<file path="src/rtl/mips_pkg.sv">
// Shared definitions for the MIPS pipeline: instruction constants, word size
// and the next-PC source encoding used by the fetch stage.
package mips_pkg;

    localparam logic [31:0] NOP              = 32'h0000_0000;
    localparam int          WORD_BYTES       = 4;
    localparam logic [31:0] DEFAULT_RESET_PC = 32'h0000_0000;

    typedef enum logic [1:0] {
        PC_SEQ,
        PC_HOLD,
        PC_BRANCH,
        PC_JUMP
    } pc_sel_e;

endpackage

</file>
<file path="src/rtl/fetch_stage_if_id_reg.sv">
// IF/ID pipeline register: a flush inserts a bubble and beats a stall,
// and a stall holds the current contents.
module if_id_reg
    import mips_pkg::*;
(
    input  logic        clk,
    input  logic        reset,
    input  logic        flush,
    input  logic        stall,
    input  logic [31:0] instr_in,
    input  logic [31:0] pc_plus4_in,
    input  logic        valid_in,
    output logic [31:0] instr,
    output logic [31:0] pc_plus4,
    output logic        valid
);

    // NOTE: sequential state uses non-blocking (<=) so every register samples pre-edge values.
    always_ff @(posedge clk) begin
        if (reset || flush) begin
            instr    <= NOP;
            pc_plus4 <= 32'h0000_0000;
            valid    <= 1'b0;
        end else if (!stall) begin
            instr    <= instr_in;
            pc_plus4 <= pc_plus4_in;
            valid    <= valid_in;
        end
    end

endmodule

</file>
<file path="src/rtl/fetch_stage.sv">
// IF stage: owns the PC, picks the next PC from stall/branch/jump inputs,
// checks fetch addresses and feeds the IF/ID register.
module fetch_stage
    import mips_pkg::*;
#(
    parameter logic [31:0] RESET_PC   = DEFAULT_RESET_PC,
    parameter int          IMEM_WORDS = 64,
    parameter int          COUNT_W    = 32
) (
    input  logic               clk,
    input  logic               reset,
    input  logic               stall_f,
    input  logic               stall_d,
    input  logic               flush_d,
    input  logic               pc_src_d,
    input  logic [31:0]        pc_branch_d,
    input  logic               jump_d,
    input  logic [31:0]        pc_jump_d,
    input  logic [31:0]        imem_rd,
    output logic [31:0]        pc_f,
    output logic [31:0]        instr_d,
    output logic [31:0]        pc_plus4_d,
    output logic               valid_d,
    output logic               addr_err,
    output logic [COUNT_W-1:0] fetch_count
);

    localparam logic [31:0]        IMEM_BYTES = 32'(IMEM_WORDS * WORD_BYTES);
    localparam logic [COUNT_W-1:0] COUNT_ONE  = {{(COUNT_W-1){1'b0}}, 1'b1};

    pc_sel_e     pc_sel;
    logic [31:0] pc_plus4_f;
    logic [31:0] next_pc;
    logic        misaligned;
    logic        out_of_range;
    logic        capture;

    assign pc_plus4_f   = pc_f + 32'd4;
    assign out_of_range = (pc_f >= IMEM_BYTES);
    assign capture      = !flush_d && !stall_d;

    // stall_f must beat both redirects: a held PC drops the redirect entirely.
    always_comb begin
        pc_sel = PC_SEQ;
        if (stall_f)       pc_sel = PC_HOLD;
        else if (pc_src_d) pc_sel = PC_BRANCH;
        else if (jump_d)   pc_sel = PC_JUMP;
    end

    // NOTE: every always_comb output gets a default first so no path leaves it unassigned (no latch).
    always_comb begin
        next_pc    = pc_plus4_f;
        misaligned = 1'b0;
        unique case (pc_sel)
            PC_HOLD:   next_pc = pc_f;
            PC_BRANCH: begin
                next_pc    = {pc_branch_d[31:2], 2'b00};
                misaligned = |pc_branch_d[1:0];
            end
            PC_JUMP: begin
                next_pc    = {pc_jump_d[31:2], 2'b00};
                misaligned = |pc_jump_d[1:0];
            end
            PC_SEQ:    next_pc = pc_plus4_f;
        endcase
    end

    always_ff @(posedge clk) begin
        if (reset) begin
            pc_f        <= RESET_PC;
            addr_err    <= 1'b0;
            fetch_count <= '0;
        end else begin
            pc_f <= next_pc;
            if (misaligned || (capture && out_of_range))
                addr_err <= 1'b1;
            if (capture && !out_of_range)
                fetch_count <= fetch_count + COUNT_ONE;
        end
    end

    // An out-of-range fetch is turned into a bubble before it reaches IF/ID.
    if_id_reg u_if_id_reg (
        .clk         (clk),
        .reset       (reset),
        .flush       (flush_d),
        .stall       (stall_d),
        .instr_in    (out_of_range ? NOP : imem_rd),
        .pc_plus4_in (pc_plus4_f),
        .valid_in    (!out_of_range),
        .instr       (instr_d),
        .pc_plus4    (pc_plus4_d),
        .valid       (valid_d)
    );

endmodule

</file>
<file path="config.mk">
export PLATFORM = sky130hd
export DESIGN_NAME = fetch_stage
export DESIGN_NICKNAME = d
export VERILOG_FILES = /design/src/rtl/mips_pkg.sv /design/src/rtl/fetch_stage_if_id_reg.sv /design/src/rtl/fetch_stage.sv
export SDC_FILE = /design/constraint.sdc
export NUM_CORES = 1
export LEC_CHECK = 0
export BUFFER_PORTS_ARGS = -buffer_cell sky130_fd_sc_hd__buf_2
export CORE_ASPECT_RATIO = 0.9
export CORE_MARGIN = 2
export CORE_UTILIZATION = 50
export CTS_BUF_LIST = sky130_fd_sc_hd__clkbuf_4 sky130_fd_sc_hd__clkbuf_8 sky130_fd_sc_hd__clkbuf_16
export DETAILED_ROUTE_END_ITERATION = 10
export GPL_ROUTABILITY_DRIVEN = 0
export PLACE_DENSITY = 0.85
export SLEW_MARGIN = 25
export SYNTH_ARGS = -nofsm -noshare
export SYNTH_HDL_FRONTEND = slang
export SYNTH_SLANG_ARGS = --single-unit
</file>
<file path="constraint.sdc">
create_clock -name clk -period 2.6 [get_ports clk]
set_clock_uncertainty 0.05 [all_clocks]
set_input_delay 0.52 -clock clk [delete_from_list [all_inputs] [get_ports clk]]
set_output_delay 0.52 -clock clk [all_outputs]
set_load 0.02 [all_outputs]
</file>
# == After elaboration in Yosys (flattened, before gate mapping) ==
# Cells that the tools add are included.
# word_totals
ff_bits,130
out_inout_bits,130
# classes
n_addsub,2
order_cmp,1
eq_ne,3
muxes,6
reduce_logical,11
# ops
op,count
case mux 32 bit (3 select lines),1
"adder 32 x 1 -> 32 bit, second input constant",1
"adder 32 x 3 -> 32 bit, second input constant",1
"greater-or-equal comparator 32 x 9 -> 1 bit, second input constant",1
two-way mux 32 bit,1
two-way mux 2 bit,3
"== test 2 bit, second input constant",2
OR reduction 2 bit,2
logical AND 1 bit,3
zero test 1 bit,3
"== test 2 x 1 -> 1 bit, second input constant",1
zero test 2 bit,1
logical OR 1 bit,2
case mux 1 bit (2 select lines),1

# == Depth between registers and ports, before layout ==
# Gate-level depths: netlist (run 1).
# logic_depth
ltp_word,6
mapped_depth,10
ltp_nobuf,9

# == Modules after synthesis ==
# From an unflattened synthesis (run 1), not the netlist that was laid out.
# hier_totals
hier_cells,787
hier_area_um2,6729.0
# modules_own_cells
module,instances,cells_per_inst,area_each_um2
fetch_stage,1,577,4390.5
if_id_reg,1,210,2338.5

# == Worst setup path after synthesis (run 1) ==
# OpenSTA, ideal clock, no wires.
# synth_timing
kind,input port to flip-flop
from,input stall_d
to,register fetch_count[26]
setup_time_ns,0.123
arrival_ns,2.124
required_ns,2.427
slack_ns,0.303
path_stages,7
path_buffers,2
path_cell_list,buf_2 -> nor2_1 -> nand3_1 -> or3_1 -> buf_2 -> nor4_2 -> mux2_1
# synth_via
elab_chain_len,3
# synth_lines
element,line,source
"start, declared",fetch_stage.sv:13,"input logic stall_d,"
zero test 1 bit,n/a,
logical AND 1 bit,fetch_stage.sv:40,assign capture = !flush_d && !stall_d;
logical AND 1 bit,fetch_stage.sv:77,if (capture && !out_of_range)
"end signal, assigned",fetch_stage.sv:78,fetch_count <= fetch_count + COUNT_ONE;
"end, declared",fetch_stage.sv:25,output logic [COUNT_W-1:0] fetch_count
# Every way passes these cells.
# A chain may end at the register's enable or synchronous reset.

# == Worst setup path in the final report (run 1) ==
# layout_timing
from,register pc_f[15]
to,register pc_f[29]
# layout_via
elab_chain_len,2
# layout_lines
element,line,source
"start, declared",fetch_stage.sv:20,"output logic [31:0] pc_f,"
"start signal, assigned",fetch_stage.sv:74,pc_f <= next_pc;
adder 32 x 3 -> 32 bit,fetch_stage.sv:38,assign pc_plus4_f = pc_f + 32'd4;
case mux 32 bit (3 select lines),fetch_stage.sv:54,unique case (pc_sel)
# Every way passes these cells.

==> impl_metrics.json, run 1 <==
{
  "ctsLongestPathBuffers": 2,
  "minimum_period_implied_by_the_final_worst_setup_slack_ns": 2.43,
  "final.setup.tns_ns": 0,
  "dominantRegCellSynth": "sky130_fd_sc_hd__dfxtp_1",
  "synthesis.area_per_instance_um2": 8.13,
  "numCtsBuffers": 17,
  "post_drt_wl_per_cell_um": 17.6,
  "grt_max_degree": 68,
  "final_cell_area_mm2": 0.00829,
  "synth_adder_area_share_pct": 1.39,
  "core_region_area_mm2": 0.0122,
  "synth_compound_gate_area_share_pct": 17.8,
  "final.period_utilization_pct": 93.5,
  "post-synth-top-area-fraction_pct": 40.0,
  "n_antenna_cell": 0,
  "synth_mux_area_share_pct": 3.49,
  "timing_worst_slew_pin_value_ns": 0.797,
  "first_pass_grt_wire_length_um": 31800,
  "worst_setup_path_start_kind": "flop",
  "hold_path.startpoint": "imem_rd[23]",
  "critPathRequiredTime_ns": 2.85,
  "worst-path-max-fanout": 9,
  "final_layout_size_suffix_gt1_share_pct": 31.7,
  "timing_hold_violations_final": 0,
  "cts_max_level": 4,
  "min-delay-path-class": "in2reg",
  "dp_slack_ns": 0.153,
  "setup.worst_path.class": "reg2reg",
  "placement.io_buffers": 228,
  "ys_warn_count": 0,
  "clkSinkCount": 126,
  "netlist_instances": 776,
  "drtPass1Iterations": 8,
  "ctsRootBufferMaster": "sky130_fd_sc_hd__clkbuf_16",
  "post-route-worst-setup-slack_ns": 0.170,
  "critPathCaptureType": "flop",
  "routed_wl_um": 20700,
  "placement.cell_area_mm2": 0.00768,
  "first_global_vias": 6279,
  "synth_async_sr_flop_share_pct": 0,
  "drv_slew": 0,
  "initial_core_util_pct": 51.8,
  "post-dp-hpwl_um": 14800,
  "area_delta_synth_final_pct": 31.5,
  "highest_count_cells_in_the_layout_ignoring_fill_and_taps": "sky130_fd_sc_hd__buf_2, sky130_fd_sc_hd__dfxtp_1, sky130_fd_sc_hd__a21oi_1, sky130_fd_sc_hd__nor2_1, sky130_fd_sc_hd__nand2_1",
  "fin_nets": 1113,
  "timing.final.setup_violations": 0,
  "worstSkewPairLatency_ns": 0.42,
  "post_dr_vias_cell": 5.93,
  "fp.dieH_um": 111,
  "drtIter0Drc": 747,
  "grt_overflow": 0,
  "crit_path_start": "pc_f[15]",
  "fin_hold_ws_ns": 0.315,
  "p_leak_uw": 0.00354,
  "status": "completed",
  "holdBufCountCts": 0,
  "groute.usage.overall_pct": 29.7,
  "pin_count": 233,
  "clk_pin_slew_ns": 0.06,
  "synth_enable_flop_cells": 0,
  "setup_repair_after_global_routing_missed_its_margin": "false",
  "chipWidth_um": 122,
  "yosys_register_bits": 126,
  "die-area_mm2": 0.0135,
  "max_clock_freq_ghz": 0.412,
  "cap_violations": 0,
  "max_slew_margin_pct": 46.9,
  "synth_area_leader_cell": "sky130_fd_sc_hd__dfxtp_1",
  "r2r-start": "pc_f[15]",
  "mappedNetlistArea_mm2": 0.00631,
  "remaining_drc_errors": 0,
  "ant_nets": 0,
  "sequential_element_share_of_the_synthesized_area_pct": 40.0,
  "cts_tree": "yes",
  "cp.arrival_ns": 2.68,
  "most_common_cell_after_layout_fill_and_taps_aside": "sky130_fd_sc_hd__buf_2",
  "yosysUniqueCellTypes": 63,
  "combinational_family_with_the_most_area_after_synthesis": "simple AND/OR/NAND/NOR gates",
  "placement_rows": 38,
  "ir_worst_vdd_v": 0.000458,
  "power_density_mw_per_mm2": 644,
  "routed_vias": 6977,
  "post_synth_xor_area_fraction_pct": 4.03,
  "post_synth_and_or_nand_nor_area_fraction_pct": 26.8,
  "power_uw": 5340,
  "grt_antenna_before_repair": 0,
  "netlist_top_cells_area": "sky130_fd_sc_hd__dfxtp_1, sky130_fd_sc_hd__a21oi_1, sky130_fd_sc_hd__nand3_1"
}
through the flow:
step | instances | util, %
6_report | 1176 | 68.1
4_1_cts | 1176 | 68.1
2_1_floorplan | 779 | -
3_5_place_dp | 1144 | 63.1
3_3_place_gp | 1143 | 63.0
5_1_grt | 1176 | 68.1
state kept, by name, summed over array words and instances, names as in the netlist:
register	flops
addr_err	1
fetch_count	32
pc_f	30
u_if_id_reg.instr	32
u_if_id_reg.pc_plus4	30
u_if_id_reg.valid	1
synthesized netlist by cell type, drive strengths merged (10+ instances only):
cell	number
buf	18
inv	19
and4	12
mux2i	13
nand4	23
nand3	53
a221oi	12
clkbuf	48
o22ai	19
xnor2	21
nor4	28
a21oi	71
nand2	58
nor2	69
nor3	38
dfxtp	126
nor2b	11
o21ai	31
a211oi	10
worst max-delay path: stages, from the launching register on:
cell and delay, ns:
sky130_fd_sc_hd__dfxtp_1 0.55, sky130_fd_sc_hd__nand4_2 0.19, sky130_fd_sc_hd__or4_1 0.71, sky130_fd_sc_hd__nor3_1 0.31, sky130_fd_sc_hd__o21ai_0 0.17, sky130_fd_sc_hd__a211oi_1 0.34
final cells by class:
class                   instances  area (um^2)
inverters                      21         78.8
multi-input cells             566         3400
fillers                      1004         3880
well taps                     160          200
clock buffers                  20          467
clock inverters                12          136
repair buffers                271         1490
flip-flops and latches        126         2520
repair_timing:
action,4_1_cts,5_1_grt
setup buffers,0,0
resized for setup,0,1
endpoints found under the setup margin,0,1
kinds of logic (layout without fill, tap and decap cells):
kind of cell	Yosys count	in the layout
flip-flops	126	126
multiplexers	21	21
other	1	4
AND/OR/NAND/NOR	324	324
adder cells (fa/ha/maj)	7	7
XOR/XNOR	29	29
AO/OA/AOI/OAI	181	181
buffers and inverters	87	324
per-layer routing:
metal / vias to the layer above / GRT usage, % / part of all wire [%] / routed length, um
met5: - / 0 / 0 / 0
met3: 59 / 6.51 / 8.8 / 1810
met1: 3239 / 38.2 / 41 / 8420
met2: 388 / 47.9 / 48 / 9890
met4: 0 / 12.0 / 2.7 / 566
li1: 3291 / - / - / -
path summary, 6_finish.rpt:
path                           endpoint  slack (ns)  depth (start not counted)
hold reg to reg   u_if_id_reg.instr[30]        0.41                          2
hold / removal    u_if_id_reg.instr[23]        0.32                          3
setup reg to reg               pc_f[29]        0.17                          5
setup / recovery               pc_f[29]        0.17                          5
power by group:
part           internal [uW]  leakage (uW)  switching, uW
Combinational            327       0.00223            532
Clock                   1490      0.000289            908
Sequential              2000       0.00102           79.3
Note: power is estimated with default switching activity, not from simulation.
==> inputs of run 2 (changes only) <==
Settings changed: CORE_UTILIZATION 50 to 46, PLACE_DENSITY 0.85 to 0.81, SYNTH_HIERARCHICAL set to 1.
Clock period 2.6 ns to 2.2 ns, I/O delays scaled along.
==> run 2 against run 1 <==
Effect of this change: critical path depth grew 1; global-route usage down 2.1 points; clock power increased by 18%; design area rose by 12%; sequential share of layout area fell by 2.5 points; register-to-register slack got worse by 0.15 ns; flip-flop and latch count up 2; non-clock buffer count increased by 55; via count increased by 5.1%; utilization down 2.8 points; count of clock-buffer cells in the layout decreased by 2.
==> impl_metrics.json, run 2 <==
{
  "status": "completed",
  "netlist_top_cells_area": "sky130_fd_sc_hd__dfxtp_1, sky130_fd_sc_hd__mux2i_1, sky130_fd_sc_hd__nor2_1",
  "die-area_mm2": 0.0156,
  "critical_path.cell_chain": "nor4_4 -> nand4_4 -> or3_4 -> buf_12 -> or4_1 -> a21oi_1",
  "ctsLongestPathBuffers": 2,
  "highest_count_cells_in_the_layout_ignoring_fill_and_taps": "sky130_fd_sc_hd__buf_2, sky130_fd_sc_hd__dfxtp_1, sky130_fd_sc_hd__nor2_1, sky130_fd_sc_hd__buf_4, sky130_fd_sc_hd__mux2i_1",
  "share_comb_of_total_power_pct": 18.5,
  "timing_worst_slew_pin_value_ns": 0.773,
  "cp.arrival_ns": 2.48,
  "cts_max_level": 4,
  "minimum_period_implied_by_the_final_worst_setup_slack_ns": 2.18,
  "most_common_cell_after_layout_fill_and_taps_aside": "sky130_fd_sc_hd__buf_2",
  "pin_count": 233,
  "post_dr_vias_cell": 5.74,
  "yosysUniqueCellTypes": 58,
  "area_delta_synth_final_pct": 37.4,
  "max_slew_margin_pct": 48.5,
  "drv_slew": 0,
  "dp_slack_ns": -0.0222,
  "drtIter0Drc": 544,
  "remaining_drc_errors": 0,
  "synth_most_common_cell": "sky130_fd_sc_hd__dfxtp_1",
  "power.clock.fraction_pct": 43.5,
  "p_leak_uw": 0.00429,
  "first_pass_grt_wire_length_um": 34900,
  "sequential_cell_area_mm2": 0.00258,
  "first_global_vias": 7023,
  "critical_path_buf_inv_count": 1,
  "fin_nets": 1182,
  "ir_worst_vdd_v": 0.000561,
  "post-synth-top-area-fraction_pct": 38.1,
  "max_clock_freq_ghz": 0.459,
  "reg.largest.list": "fetch_count x32, u_if_id_reg/instr x32, u_if_id_reg/pc_plus4 x32",
  "n_antenna_cell": 0,
  "drtPass1Iterations": 7,
  "core_region_area_mm2": 0.0142,
  "final_layout_size_suffix_gt1_share_pct": 37.4,
  "post-route-worst-setup-slack_ns": 0.0232,
  "final.period_utilization_pct": 98.9,
  "initial_core_util_pct": 47.5,
  "setup.worst_path.class": "reg2reg",
  "cts_tree": "yes",
  "yosys_register_bits": 128,
  "synth_async_sr_flop_share_pct": 0,
  "cell_family_with_the_largest_share_of_critical_path_delay": "simple AND/OR/NAND/NOR gates",
  "layout.filler_cells": 1205,
  "ant_nets": 0,
  "holdBufCountCts": 0,
  "cell_internal_pwr_uw": 4610,
  "clkSinkCount": 128,
  "fp.dieH_um": 119,
  "worst_setup_path_start_kind": "flop",
  "routed_wl_um": 22000,
  "post-place-cells": 1245,
  "placement.io_buffers": 230,
  "mappedNetlistArea_mm2": 0.00673,
  "post-route-util_pct": 65.3,
  "stdcell_count": 1278,
  "switchingPower_uw": 1910,
  "cap_violations": 0,
  "routed_vias": 7331,
  "pwr-share-seq_pct": 38.0,
  "synth_area_leader_cell": "sky130_fd_sc_hd__dfxtp_1",
  "worst-path-max-fanout": 18,
  "post_drt_wl_per_cell_um": 17.2,
  "post-dp-hpwl_um": 15700,
  "timing.final.setup_violations": 0,
  "min-delay-path-class": "in2reg",
  "groute.usage.overall_pct": 27.6,
  "critical_path.max_stage_delay_ns": 0.50,
  "ys_warn_count": 6,
  "synth_commonest_cells": "sky130_fd_sc_hd__dfxtp_1, sky130_fd_sc_hd__nor2_1, sky130_fd_sc_hd__mux2i_1, sky130_fd_sc_hd__a21oi_1",
  "netlist_instances": 787,
  "numCtsBuffers": 17,
  "synth_enable_flop_cells": 0,
  "cell_at_the_slowest_stage_of_the_critical_path": "sky130_fd_sc_hd__or4_1",
  "placement_rows": 41,
  "multiInputGateArea_mm2": 0.00383,
  "synthesis.area_per_instance_um2": 8.55,
  "swShare_pct": 29.3,
  "worstSkewPairLatency_ns": 0.42,
  "clk_pin_slew_ns": 0.06,
  "setup_repair_after_global_routing_missed_its_margin": "true",
  "timing_hold_violations_final": 0,
  "power_density_mw_per_mm2": 705,
  "grt_antenna_before_repair": 1,
  "grt_overflow": 0,
  "ctsRootBufferMaster": "sky130_fd_sc_hd__clkbuf_16",
  "critPathRequiredTime_ns": 2.50,
  "critPathCaptureType": "flop",
  "grt_max_degree": 45,
  "dominantRegCellSynth": "sky130_fd_sc_hd__dfxtp_1",
  "sequential_element_share_of_the_synthesized_area_pct": 38.1,
  "chipWidth_um": 131
}
run 2: cell type report:
class / instances / share of cell area [%]
well taps: 193 / 2.61
multi-input cells: 581 / 41.4
clock buffers: 18 / 4.68
clock inverters: 14 / 1.69
flip-flops and latches: 128 / 27.9
repair buffers: 326 / 20.9
inverters: 18 / 0.744
run 2: final timing paths:
check	cells after the start	slack, ns	from	endpoint
worst max-delay path	6	0.02	pc_f[26]	fetch_count[29]
worst min-delay path	3	0.26	pc_jump_d[29]	pc_f[29]
worst max register to register	6	0.02	pc_f[26]	fetch_count[29]
worst min register to register	2	0.44	u_if_id_reg/instr[8]	u_if_id_reg/instr[8]
run 2: power groups by stage:
| stage | clock, uW | combinational [uW] | sequential, uW |
|---|---|---|---|
| floorplan | 0 | 582 | 2630 |
| global placement | 0 | 1160 | 2520 |
| detailed placement | 0 | 1170 | 2520 |
| CTS | 2870 | 1180 | 2480 |
| global route | 2970 | 1290 | 2490 |
| finish | 2840 | 1200 | 2480 |
run 2: worst reg2reg max path: cells and delay by family (launching register included):
kind / cells / cell delay, ns
compound gates: 1 / 0.13
buf+inv: 1 / 0.16
flops: 1 / 0.34
simple gates: 4 / 1.43
run 2: cell families (layout without fill, tap and decap cells):
logic type,Yosys count,after routing,synth area share (%)
xor+xnor,22,22,2.86
buf+inv,81,376,5.99
fa+ha+maj,7,7,1.30
other cells,1,4,0.0557
flops,128,128,38.1
compound gates,160,160,15.4
mux,67,67,9.99
simple gates,321,321,26.3
run 2: metal layers:
metal / routed length [um] / track usage [%]
met1: 9560 / 35.9
met2: 9980 / 43.3
met3: 1880 / 7.89
met4: 573 / 10.6
met5: 13 / 0
run 2: stage by stage:
step	power (uW)	setup TNS, ns	hold slack [ns]	cell area [um^2]
6_report	6520	0	0.259	9250
5_1_grt	6760	-0.108	0.290	9250
4_1_cts	6520	0	0.246	9190
3_5_place_dp	3690	-0.0393	0.429	8580
3_3_place_gp	3680	0	0.420	8580
2_1_floorplan	3220	-0.0450	0.470	6800
run 2: what timing repair did:
action / 4_1_cts / 5_1_grt
resized for setup: 4 / 15
setup endpoints to repair: 4 / 20
pin swaps: 3 / 5
setup buffers: 0 / 1
